`config.mk`:
```
export PLATFORM = sky130hd
export DESIGN_NAME = hazard3_instr_compress_packer
export DESIGN_NICKNAME = d
export VERILOG_FILES = /design/src/rtl/hazard3_instr_compress_packer.sv
export SDC_FILE = /design/constraint.sdc
export NUM_CORES = 1
export LEC_CHECK = 0
export ABC_CLOCK_PERIOD_IN_PS = 5350
export CORE_ASPECT_RATIO = 0.7
export CORE_UTILIZATION = 53
export CTS_CLUSTER_SIZE = 8
export DETAILED_ROUTE_END_ITERATION = 10
export PLACE_DENSITY = 0.8
export REMOVE_ABC_BUFFERS = 1
export SLEW_MARGIN = 40
export SYNTH_ARGS = -nofsm -noshare
export SYNTH_HDL_FRONTEND = slang
export SYNTH_SLANG_ARGS = --single-unit
```
`constraint.sdc`:
```
create_clock -name clk -period 5.35 [get_ports clk]
set_clock_uncertainty 0.1 [all_clocks]
set_input_delay 1.07 -clock clk [delete_from_list [all_inputs] [get_ports clk]]
set_output_delay 1.07 -clock clk [all_outputs]
set_load 0.005 [all_outputs]
```
`src/rtl/hazard3_instr_compress_packer.sv`:
```
// Streaming RV32I -> RVC re-encoder that packs the mixed 16/32-bit stream
// little-endian into 32-bit words, padding odd image tails with c.nop.
module hazard3_instr_compress_packer #(
  parameter int unsigned ENABLE_C = 1,
  parameter int unsigned W_CNT    = 16
) (
  input  logic             clk,
  input  logic             rst,
  input  logic             in_valid,
  output logic             in_ready,
  input  logic [31:0]      in_instr,
  input  logic             in_last,
  output logic             out_valid,
  input  logic             out_ready,
  output logic [31:0]      out_data,
  output logic             out_last,
  output logic             err,
  output logic [W_CNT-1:0] cnt_compressed
);

  localparam logic [15:0] PAD = 16'h0001;

  typedef enum logic [1:0] {ST_EMPTY, ST_HALF, ST_FLUSH} state_t;

  state_t      state, state_nxt;
  logic [15:0] pend_h_p0;

  function automatic logic [W_CNT-1:0] sat_inc(input logic [W_CNT-1:0] v);
    return (&v) ? v : v + {{(W_CNT-1){1'b0}}, 1'b1};
  endfunction

  function automatic logic is_rvc_reg(input logic [4:0] r);
    return r[4:3] == 2'b01;
  endfunction

  logic [6:0]         opc, f7;
  logic [2:0]         f3;
  logic [4:0]         rd, rs1, rs2;
  logic signed [11:0] imm_i;
  logic [11:0]        lw_off, sw_off;
  logic               is_addi, is_add, is_lw, is_sw, imm_small;

  assign opc    = in_instr[6:0];
  assign rd     = in_instr[11:7];
  assign f3     = in_instr[14:12];
  assign rs1    = in_instr[19:15];
  assign rs2    = in_instr[24:20];
  assign f7     = in_instr[31:25];
  assign imm_i  = in_instr[31:20];
  assign lw_off = in_instr[31:20];
  assign sw_off = {in_instr[31:25], in_instr[11:7]};

  assign is_addi   = (opc == 7'h13) && (f3 == 3'b000);
  assign is_add    = (opc == 7'h33) && (f3 == 3'b000) && (f7 == 7'h00);
  assign is_lw     = (opc == 7'h03) && (f3 == 3'b010);
  assign is_sw     = (opc == 7'h23) && (f3 == 3'b010);
  assign imm_small = (imm_i >= -12'sd32) && (imm_i <= 12'sd31);

  logic       alu_ok;
  logic [1:0] alu_sel;

  always_comb begin
    alu_ok  = 1'b0;
    alu_sel = 2'b00;
    if (opc == 7'h33) begin
      if (f7 == 7'h20 && f3 == 3'b000) begin
        alu_ok  = 1'b1;
        alu_sel = 2'b00;
      end else if (f7 == 7'h00) begin
        case (f3)
          3'b100:  begin alu_ok = 1'b1; alu_sel = 2'b01; end
          3'b110:  begin alu_ok = 1'b1; alu_sel = 2'b10; end
          3'b111:  begin alu_ok = 1'b1; alu_sel = 2'b11; end
          default: alu_ok = 1'b0;
        endcase
      end
    end
  end

  // Compression: first matching rule wins
  logic        c_ok, is_c;
  logic [15:0] c_half;

  always_comb begin
    c_ok   = 1'b0;
    c_half = 16'h0000;
    if (is_addi && rs1 == 5'd0 && rd != 5'd0 && imm_small) begin
      c_ok   = 1'b1;
      c_half = {3'b010, in_instr[25], rd, in_instr[24:20], 2'b01};
    end else if (is_addi && rs1 == rd && rd != 5'd0 && imm_i != 12'sd0 && imm_small) begin
      c_ok   = 1'b1;
      c_half = {3'b000, in_instr[25], rd, in_instr[24:20], 2'b01};
    end else if (is_add && rs1 == 5'd0 && rd != 5'd0 && rs2 != 5'd0) begin
      c_ok   = 1'b1;
      c_half = {4'b1000, rd, rs2, 2'b10};
    end else if (is_add && rs1 == rd && rd != 5'd0 && rs2 != 5'd0) begin
      c_ok   = 1'b1;
      c_half = {4'b1001, rd, rs2, 2'b10};
    end else if (is_lw && rs1 == 5'd2 && rd != 5'd0 && lw_off[11:8] == 4'h0 && lw_off[1:0] == 2'b00) begin
      c_ok   = 1'b1;
      c_half = {3'b010, lw_off[5], rd, lw_off[4:2], lw_off[7:6], 2'b10};
    end else if (is_sw && rs1 == 5'd2 && sw_off[11:8] == 4'h0 && sw_off[1:0] == 2'b00) begin
      c_ok   = 1'b1;
      c_half = {3'b110, sw_off[5:2], sw_off[7:6], rs2, 2'b10};
    end else if (is_lw && is_rvc_reg(rs1) && is_rvc_reg(rd) && lw_off[11:7] == 5'd0 && lw_off[1:0] == 2'b00) begin
      c_ok   = 1'b1;
      c_half = {3'b010, lw_off[5:3], rs1[2:0], lw_off[2], lw_off[6], rd[2:0], 2'b00};
    end else if (is_sw && is_rvc_reg(rs1) && is_rvc_reg(rs2) && sw_off[11:7] == 5'd0 && sw_off[1:0] == 2'b00) begin
      c_ok   = 1'b1;
      c_half = {3'b110, sw_off[5:3], rs1[2:0], sw_off[2], sw_off[6], rs2[2:0], 2'b00};
    end else if (alu_ok && rs1 == rd && is_rvc_reg(rd) && is_rvc_reg(rs2)) begin
      c_ok   = 1'b1;
      c_half = {6'b100011, rd[2:0], alu_sel, rs2[2:0], 2'b01};
    end else if (in_instr == 32'h0010_0073) begin
      c_ok   = 1'b1;
      c_half = 16'h9002;
    end
  end

  assign is_c = (ENABLE_C != 0) && c_ok;

  logic slot_free, accept;
  assign slot_free = !out_valid || out_ready;
  assign in_ready  = slot_free && (state != ST_FLUSH);
  assign accept    = in_valid && in_ready;

  // Packing FSM: decides the word to emit and the next pending halfword
  logic        emit, emit_last, h_we;
  logic [31:0] emit_data;
  logic [15:0] h_nxt;

  always_comb begin
    state_nxt = state;
    emit      = 1'b0;
    emit_data = in_instr;
    emit_last = in_last;
    h_we      = 1'b0;
    h_nxt     = in_instr[31:16];
    case (state)
      ST_EMPTY: begin
        if (accept) begin
          if (is_c && in_last) begin
            emit      = 1'b1;
            emit_data = {PAD, c_half};
            emit_last = 1'b1;
          end else if (is_c) begin
            h_we      = 1'b1;
            h_nxt     = c_half;
            state_nxt = ST_HALF;
          end else begin
            emit = 1'b1;
          end
        end
      end
      ST_HALF: begin
        if (accept) begin
          emit = 1'b1;
          if (is_c) begin
            emit_data = {c_half, pend_h_p0};
            state_nxt = ST_EMPTY;
          end else begin
            emit_data = {in_instr[15:0], pend_h_p0};
            emit_last = 1'b0;
            h_we      = 1'b1;
            state_nxt = in_last ? ST_FLUSH : ST_HALF;
          end
        end
      end
      ST_FLUSH: begin
        if (slot_free) begin
          emit      = 1'b1;
          emit_data = {PAD, pend_h_p0};
          emit_last = 1'b1;
          state_nxt = ST_EMPTY;
        end
      end
      default: state_nxt = ST_EMPTY;
    endcase
  end

  // Output register stage
  always_ff @(posedge clk) begin
    if (rst) begin
      state          <= ST_EMPTY;
      out_valid      <= 1'b0;
      out_data       <= 32'h0;
      out_last       <= 1'b0;
      err            <= 1'b0;
      cnt_compressed <= '0;
    end else begin
      state <= state_nxt;
      if (slot_free) begin
        out_valid <= emit;
        if (emit) begin
          out_data <= emit_data;
          out_last <= emit_last;
        end
      end
      if (accept && in_instr[1:0] != 2'b11) err <= 1'b1;
      if (accept && is_c) cnt_compressed <= sat_inc(cnt_compressed);
    end
  end

  always_ff @(posedge clk) begin
    if (h_we) pend_h_p0 <= h_nxt;
  end

endmodule

```
# Word-level counts from Yosys, hierarchy flattened
# Cells that the tools add are included.
# W data, S select, Z words.
[word_totals]
register_bits = 69
latchBits = 0
ram_bits = 0
rom_bits = 0
inputBits = 37
out_inout_bits = 52
word_cells = 157
memories = 0
[classes]
addsub = 1
multipliers = 0
div = 0
n_lt_le_gt_ge = 2
n_eq_ne = 24
n_shift = 0
muxes = 61
bitwise_logic = 1
reduce_logical = 61
[ops]
columns = ["cell", "n"]
rows = [
  ["$mux W16", 14],
  ["$mux W32", 4],
  ["$pmux W32 S3", 1],
  ["$logic_and A1 B1 Y1", 43],
  ["$eq A32 B21 Y1 const B", 1],
  ["$mux W1", 27],
  ["$eq A7 B6 Y1 const B", 3],
  ["$mux W2", 10],
  ["$add A16 B1 Y16 const B", 1],
  ["$reduce_and A16 Y1", 1],
  ["$ne A2 B2 Y1 const B", 7],
  ["$ge A12 B6 Y1 const B", 1],
  ["$le A12 B6 Y1 const B", 1],
  ["$pmux W2 S3", 2],
  ["$reduce_bool A12 Y1", 1],
  ["$logic_not A5 Y1", 2],
  ["$reduce_bool A5 Y1", 2],
  ["$eq A3 B3 Y1 const B", 3],
  ["$eq A2 B1 Y1 const B", 4],
  ["$eq A7 B2 Y1 const B", 1],
  ["$eq A7 B5 Y1 const B", 1],
  ["$logic_not A7 Y1", 1],
  ["$logic_not A2 Y1", 3],
  ["$pmux W1 S3", 2],
  ["other kinds (13)", 14],
]

# Longest topological paths before layout
# Gate-level depths: netlist of run 1.
[depth]
word_depth = 23
ltp_mapped = 12
depth_no_buf = 8

# Worst setup path after synthesis of run 1
# Ideal clock, no wire load.
[synth_timing]
kind = "in2reg"
startpoint = "in in_instr[23]"
endpoint = "reg pend_h_p0[0], enable pin"
setup_ps = 409
arrival_time_ps = 4058
required_time_ps = 4841
setup_slack_ps = 783
cell_stages = 10
path_buffers = 3
path_cell_list = "or3_1 or3_1 o211ai_1 a22oi_2 buf_4 a21oi_2 buf_2 buf_2 a21oi_1 nor3_1"
[synth_via]
elab_chain_cells = 16
elab_cells_between_ends = 33
classes_between = "2 x order compare; 2 x eq/ne; 16 x mux; 13 x reduce/logical"
[synth_rtl]
columns = ["element", "line_no", "rtl"]
rows = [
  ["start, declared", "11", "input logic [31:0] in_instr,"],
  ["branches (longest 11 deep; another with $eq A32 B21 Y1)", "--", ""],
  ["$mux W1 *", "87", "if (is_addi && rs1 == 5'd0 && rd != 5'd0 && imm_small) begin"],
  ["$mux W1 / $logic_and A1 B1 Y1 (equally long branches)", "146, 142", ""],
  ["$mux W1", "142", "if (is_c && in_last) begin"],
  ["$mux W1", "141", "if (accept) begin"],
  ["$pmux W1 S2 *", "139", "case (state)"],
  ["via h_we", "128", "logic emit, emit_last, h_we;"],
  ["end signal, assigned", "205", "if (h_we) pend_h_p0 <= h_nxt;"],
  ["end, declared", "26", "logic [15:0] pend_h_p0;"],
]
# Mark *: on every way through the listed nets, which the timed path passes.
# A chain may end at the register's enable or synchronous reset.

# Worst setup path after layout of run 1
[layout_timing]
startpoint = "in in_instr[30]"
endpoint = "reg out_data[26]"
[layout_via]
elab_chain_cells = 21
elab_cells_between_ends = 64
classes_between = "2 x order compare; 2 x eq/ne; 31 x mux; 29 x reduce/logical"
[layout_rtl]
columns = ["element", "line_no", "rtl"]
rows = [
  ["$logic_not A7 Y1 / $eq A7 B6 Y1 (equally long branches)", "54, 69, 66", ""],
  ["$mux W1 / $logic_and A1 B1 Y1 (equally long branches)", "69, 66", ""],
  ["$mux W1", "66", "if (f7 == 7'h20 && f3 == 3'b000) begin"],
  ["$mux W1", "65", "if (opc == 7'h33) begin"],
  ["$logic_and A1 B1 Y1 (3 in series)", "111", "end else if (alu_ok && rs1 == rd && is_rvc_reg(rd) && is_rvc_reg(rs2)) begin"],
  ["$mux W1", "111", ""],
  ["$mux W1", "108", "end else if (is_sw && is_rvc_reg(rs1) && is_rvc_reg(rs2) && sw_off[11:7] == 5'd0 && sw_off[1:0] == 2'b00) begi ..."],
  ["$mux W1", "105", "end else if (is_lw && is_rvc_reg(rs1) && is_rvc_reg(rd) && lw_off[11:7] == 5'd0 && lw_off[1:0] == 2'b00) begin"],
  ["[... 3 more ...]", "--", ""],
  ["$mux W1", "93", "end else if (is_add && rs1 == 5'd0 && rd != 5'd0 && rs2 != 5'd0) begin"],
  ["$mux W1", "90", "end else if (is_addi && rs1 == rd && rd != 5'd0 && imm_i != 12'sd0 && imm_small) begin"],
  ["$mux W1", "87", ""],
  ["$mux W1 / $logic_and A1 B1 Y1 (equally long branches)", "146, 142", ""],
  ["$mux W1", "142", ""],
  ["$mux W1", "141", ""],
  ["$pmux W1 S3", "139", ""],
  ["$reduce_and A2 Y1 (no line)", "--", ""],
  ["end signal, assigned", "195", "out_data <= emit_data;"],
  ["end, declared", "15", "output logic [31:0] out_data,"],
]
# Parallel ways exist; a longest one is shown, timed or not.

==> results.cfg, run 1 <==
[outcome]
status = completed

[setup_path]
critPathKind = in2reg
arrival_ns = 4.94
start_kind = primary input
cp_cell_sequence = clkdlybuf4s50_1 -> nor4_4 -> nand2_2 -> a211o_1 -> a22oi_2 -> a21o_1 -> a21o_1 -> buf_4 -> a21oi_1 -> a21oi_1
critPathCaptureType = register
r2r_setup_slack_ns = 1.83
crit_fanout = 12
reg2reg_to = out_data[4]
cp_slowest_cell = a21o_1
cp.required_ns = 5.51
cp_top_family = compound AO/OA/AOI/OAI gates
reg2reg_depth = 10
r2r_start = state[0]
worst_path_largest_cell_delay_ns = 0.64
critPathBufInv = 2

[sta]
min_period_ns = 4.78
hold_viol_final = 0
setup_violations = 0
rsz0062_at_grt = false
fin_setup_tns_ns = 0
slew_headroom = 0.424
fmax_mhz = 209
period_share = 0.894
final_max_slew_viol_count = 0
tightest_slew_ns = 0.862

[synth]
synth-edff-count = 16
synthCells = 589
ys.flop_type = dfxtp_1
ys_types = 69
syn_avg_cell_area_um2 = 7.81
syn_area_um2 = 4600
yosysSeqAreaShare = 0.335
ys.warnings.count = 0
ys_seq_elements = 69
async_flop_share = 0

[drt]
wl_per_cell_um = 22.4
via_per_inst = 6.75
drt_iter0_markers = 842
dr.pass1.iters = 5
totalWireLength_mm = 17.6
routed-via-count = 5307
drtAntennaViolNets = 0
drc = 0

[min_path]
min_to = out_last
worstHoldPathCells = 2
hp-start = out_last
min_path_type = reg2reg

[floorplan]
die_h_um = 80.0
pin_count = 89
die-area_um2 = 9060
die_w_um = 113
start_util = 0.545
core_area_um2 = 8440
rows = 28

[grt]
grt_max_degree = 47
antenna_found_initial = 0
grt-ovfl-total = 0
grtUsageMet1 = 0.561
grt_pass1_wl_mm = 26.6
met2_usage = 0.571
grt_usage = 0.393
grt_pass1_vias = 4818
grt_busiest_layer = met2
grt_use_met3 = 0.107

[cts]
cts_tree = built
cts_made_buffers = 9
cts_resized = 0
cts_root_buffer = clkbuf_16
cts_sinks = 69
clkTransAtPathRegs_ns = 0.06
insertion_delay_ns = 0.33
cts_htree_levels = 3
hold_buffers = 0
cts_setup_buffers = 0
ctsLongestPathBuffers = 2

[finish]
drive_above_1_share = 0.0961
finalInstanceArea_um2 = 5900
synthToLayoutAreaGrowth_pct = 28.2
n_antenna_cell = 0
most-common-layout-cells = 87 x clkdlybuf4s50_1, 78 x a21oi_1, 54 x o21ai_0
final_common_cell = clkdlybuf4s50_1
fin_nets = 699
fillers = 661

[pwr]
power.leakage_nw = 1.95
power.density_nw_per_um2 = 240
ir_worst_vdd_mv = 0.191

[placement]
gp_congestion = 1.01
dpl_cell_area_um2 = 5580
dp_hpwl_mm = 12.5
port_buffers = 88

[job]
maxCapViolations = 0
-- metal layers --
metal / part of all wire / wire [um]
met1: 0.44 / 7680
met5: 0 / 0
met3: 0.13 / 2240
met2: 0.42 / 7360
met4: 0.018 / 324
-- synth_stat cells (all sizes together) (7+ instances only) --
master / instances / share of area
a21oi: 80 / 0.089
nand2: 54 / 0.045
o21ai: 54 / 0.059
dfxtp: 53 / 0.23
nor2: 39 / 0.032
clkbuf: 28 / 0.023
nor3: 24 / 0.027
edfxtp: 16 / 0.10
buf: 15 / 0.019
nand3: 14 / 0.015
nor4: 14 / 0.022
a22oi: 13 / 0.022
a31oi: 12 / 0.016
nand2b: 12 / 0.018
or3: 11 / 0.015
inv: 9 / 0.0073
mux2: 9 / 0.022
nor3b: 9 / 0.015
xnor2: 9 / 0.017
and2: 8 / 0.011
and3: 8 / 0.011
o22ai: 8 / 0.011
or4: 7 / 0.013
xor2: 7 / 0.013
-- worst reg2reg max path, stage by stage (launching register included) --
cell and delay, ns:
dfxtp_1 0.87, nor2b_1 0.12, buf_4 0.23, nor3b_1 0.71
nand2_1 0.22, nor2_1 0.14, a32oi_1 0.06, buf_4 0.22
nor2_1 0.42, a221oi_1 0.18, a21oi_1 0.17
-- through the flow --
stage	worst slack (ns)	total power, mW	utilization	hold slack (ns)	cells
after global placement	0.419	0.775	0.661	0.341	770
after CTS	0.777	1.41	0.699	0.358	786
after detailed placement	0.438	0.779	0.661	0.348	770
final	0.570	1.42	0.699	0.354	786
after floorplan	0.837	0.654	-	0.342	546
after global routing	0.460	1.45	0.699	0.379	786
-- how the worst max path moves through the flow --
stage | depth (start not counted) | to | slack [ns] | from
2_1_floorplan | 7 | pend_h_p0[0] | 0.84 | in_instr[23]
3_3_place_gp | 10 | out_data[26] | 0.42 | in_instr[30]
3_5_place_dp | 10 | out_data[26] | 0.44 | in_instr[30]
4_1_cts | 10 | out_data[26] | 0.78 | in_instr[30]
5_1_grt | 10 | out_data[26] | 0.46 | in_instr[9]
6_report | 10 | out_data[26] | 0.57 | in_instr[30]
-- cell families after synthesis --
kind of cell / count (synthesis) / synth area share
simple gates: 224 / 0.266
compound gates: 216 / 0.290
flops: 69 / 0.335
buf+inv: 52 / 0.0498
xor+xnor: 16 / 0.0305
mux: 11 / 0.0264
fa+ha+maj: 1 / 0.00272
-- cell type report --
class,count,area (um^2),area share
multi-input cells,468,2850,0.482
clock inverters,4,52.6,0.00891
inverters,9,33.8,0.00573
flip-flops and latches,69,1540,0.261
well taps,120,150,0.0255
clock buffers,12,268,0.0454
repair buffers,104,1010,0.171
-- flip-flops by register name, indices dropped and copies added, names as in the netlist --
register	count
pend_h_p0	16
out_last	1
state	2
cnt_compressed	16
out_data	32
err	1
out_valid	1
-- power breakdown --
part	internal (mW)	switching, mW
clock	0.403	0.236
sequential	0.554	0.0106
combinational	0.0984	0.113
total	1.06	0.360
Power figures use the tool's default switching activity.
==> run 2, diff against run 1 <==
--- a/config.mk
+++ b/config.mk
@@ -5,9 +5,10 @@
 export SDC_FILE = /design/constraint.sdc
 export NUM_CORES = 1
 export LEC_CHECK = 0
+export ABC_AREA = 1
 export ABC_CLOCK_PERIOD_IN_PS = 5350
 export CORE_ASPECT_RATIO = 0.7
-export CORE_UTILIZATION = 53
+export CORE_UTILIZATION = 54
 export CTS_CLUSTER_SIZE = 8
 export DETAILED_ROUTE_END_ITERATION = 10
 export PLACE_DENSITY = 0.8
==> run 2 against run 1 <==
Against the previous run:
- register-to-register slack lost 0.03 ns
- hold slack improved by 0.051 ns
- sequential cell count stayed put
- largest cell class unchanged
- critical path depth up 3
- wire length rose by 15%
==> results.cfg, run 2 <==
[synth]
synth_most_common_cell = nand2_1
ys_types = 39
synth_commonest_cells = 210 x nand2_1, 138 x inv_1, 95 x nor2_1
synth_simple_gate_area_frac = 0.413
synth-xor-area-share = 0.0118
synth_fa_ha_area_frac = 0.00241
synth_mux_area_frac = 0
synth-edff-count = 16
yosysSeqAreaShare = 0.297
async_flop_share = 0
syn_area_um2 = 5190
ys.warnings.count = 0
synth_area_leaders = dfxtp_1 20%, nand2_1 15%, inv_1 10%
synthCells = 856
synth_compound_area_frac = 0.141
ys.flop_type = dfxtp_1
yosys.area.top_type = dfxtp_1
synth_top_area_share = 0.205
syn_avg_cell_area_um2 = 6.06
ys_seq_elements = 69
synth_top_family_by_area = simple AND/OR/NAND/NOR gates

[outcome]
status = completed

[pwr]
finalPower_mw = 1.37
ir_worst_vdd_mv = 0.217
power.density_nw_per_um2 = 214
power.leakage_nw = 2.86

[finish]
drive_above_1_share = 0.0626
synthToLayoutAreaGrowth_pct = 23.3
n_antenna_cell = 0
fin_nets = 975
finalInstanceArea_um2 = 6390
most-common-layout-cells = 210 x nand2_1, 137 x inv_1, 95 x nor2_1
final_common_cell = nand2_1
final_util = 0.696
reg_top3 = out_data (32), cnt_compressed (16), pend_h_p0 (16)
largest_reg_flops = 32
regMostFlops = out_data

[drt]
dr.pass1.iters = 6
via_per_inst = 5.96
drc = 0
totalWireLength_mm = 20.3
wl_per_cell_um = 19.0
routed-via-count = 6354
drt_iter0_markers = 973
drtAntennaViolNets = 0

[grt]
grt-ovfl-total = 0
grt_pass1_vias = 5791
grt_usage = 0.411
grt_pass1_wl_mm = 31.5
grt_max_degree = 62
antenna_found_initial = 0

[job]
maxCapViolations = 0

[cts]
cts_htree_levels = 3
cts_tree = built
cts_root_buffer = clkbuf_16
cts_sinks = 69
cts_resized = 0
ctsLongestPathBuffers = 2
clkTransAtPathRegs_ns = 0.06
cts_made_buffers = 9
insertion_delay_ns = 0.34
hold_buffers = 0
cts_setup_buffers = 0

[floorplan]
die_h_um = 84.0
die_w_um = 119
core_area_um2 = 9180
start_util = 0.565
rows = 29
die-area_um2 = 10000
pin_count = 89

[setup_path]
arrival_ns = 4.32
cp.required_ns = 5.47
critPathKind = in2reg
r2r_start = state[0]
critPathLaunch = in_instr[20]
critPathCaptureType = register
crit_fanout = 61
start_kind = primary input

[sta]
tightest_slew_ns = 0.762
fin_setup_tns_ns = 0
min_period_ns = 4.20
hold_viol_final = 0
slew_headroom = 0.488
final_max_slew_viol_count = 0
finalWorstSetupSlack_ns = 1.15
setup_violations = 0
period_share = 0.785
fmax_mhz = 238
rsz0062_at_grt = false

[placement]
gp_congestion = 1.09
dp_slack_ns = 0.978
dpl_cell_area_um2 = 6110
dp_hpwl_mm = 15.5
port_buffers = 88

[min_path]
min_path_type = reg2reg
hp-start = cnt_compressed[15]
==> run 2: changes by cell type in the layout (fill, tap and decap cells not counted), moves of 12 or more <==
cell,previous run,this run
inv_1,8,137
nand4_1,6,19
nor2_1,38,95
nand2_1,51,210
o21ai_1,0,20
o21ai_0,54,67
a22oi_1,12,0
a21oi_1,78,45
nand3_1,14,81
==> run 2: through the flow <==
stage	instances	hold WS, ns
2_1_floorplan	834	0.360
3_3_place_gp	1050	0.355
3_5_place_dp	1050	0.389
4_1_cts	1066	0.398
5_1_grt	1066	0.426
6_report	1066	0.405
==> run 2: final cells by class <==
cell class | instances | area, um^2
Clock buffer | 10 | 239
Clock inverter | 6 | 45.0
Fill cell | 826 | 2790
Inverter | 147 | 552
Multi-Input combinational cell | 618 | 2950
Sequential cell | 69 | 1540
Tap cell | 124 | 155
Timing Repair Buffer | 92 | 911
==> run 2: metal layers <==
layer / up-vias / wire length [um] / track usage
met3: 51 / 3400 / 0.145
met4: 0 / 469 / 0.120
met5: - / 0 / 0
met2: 519 / 7970 / 0.566
met1: 2869 / 8420 / 0.593
li1: 2915 / - / -
==> run 2: kinds of logic after synthesis <==
logic type,after synthesis
and+or+nand+nor,469
AOI/OAI and AO/OA,141
xor gates and xnor gates,7
adders and majority gates,1
buffers and inverters,169
DFF,69
==> run 2: power by group <==
| group | switching [mW] | internal, mW |
|---|---|---|
| clock | 0.248 | 0.329 |
| sequential | 0.0128 | 0.556 |
| combinational | 0.128 | 0.0964 |
==> run 2: worst max-delay path, stage by stage <==
cell and delay (ns):
clkdlybuf4s50_1 0.61, nor2_1 0.32, nand3_1 0.17, nor3_1 0.20, nor2_1 0.09, o21ai_1 0.32
nand3_4 0.20, nand2_4 0.13, nand2_2 0.07, nand2_4 0.49, inv_1 0.32, nor2_1 0.23
a21oi_1 0.10
==> run 2: final timing paths <==
path	end	slack (ns)	cells past startpoint
min	cnt_compressed[15]	0.40	2
max	out_data[22]	1.15	13
min reg2reg	cnt_compressed[15]	0.40	2
max reg2reg	out_data[22]	1.80	15
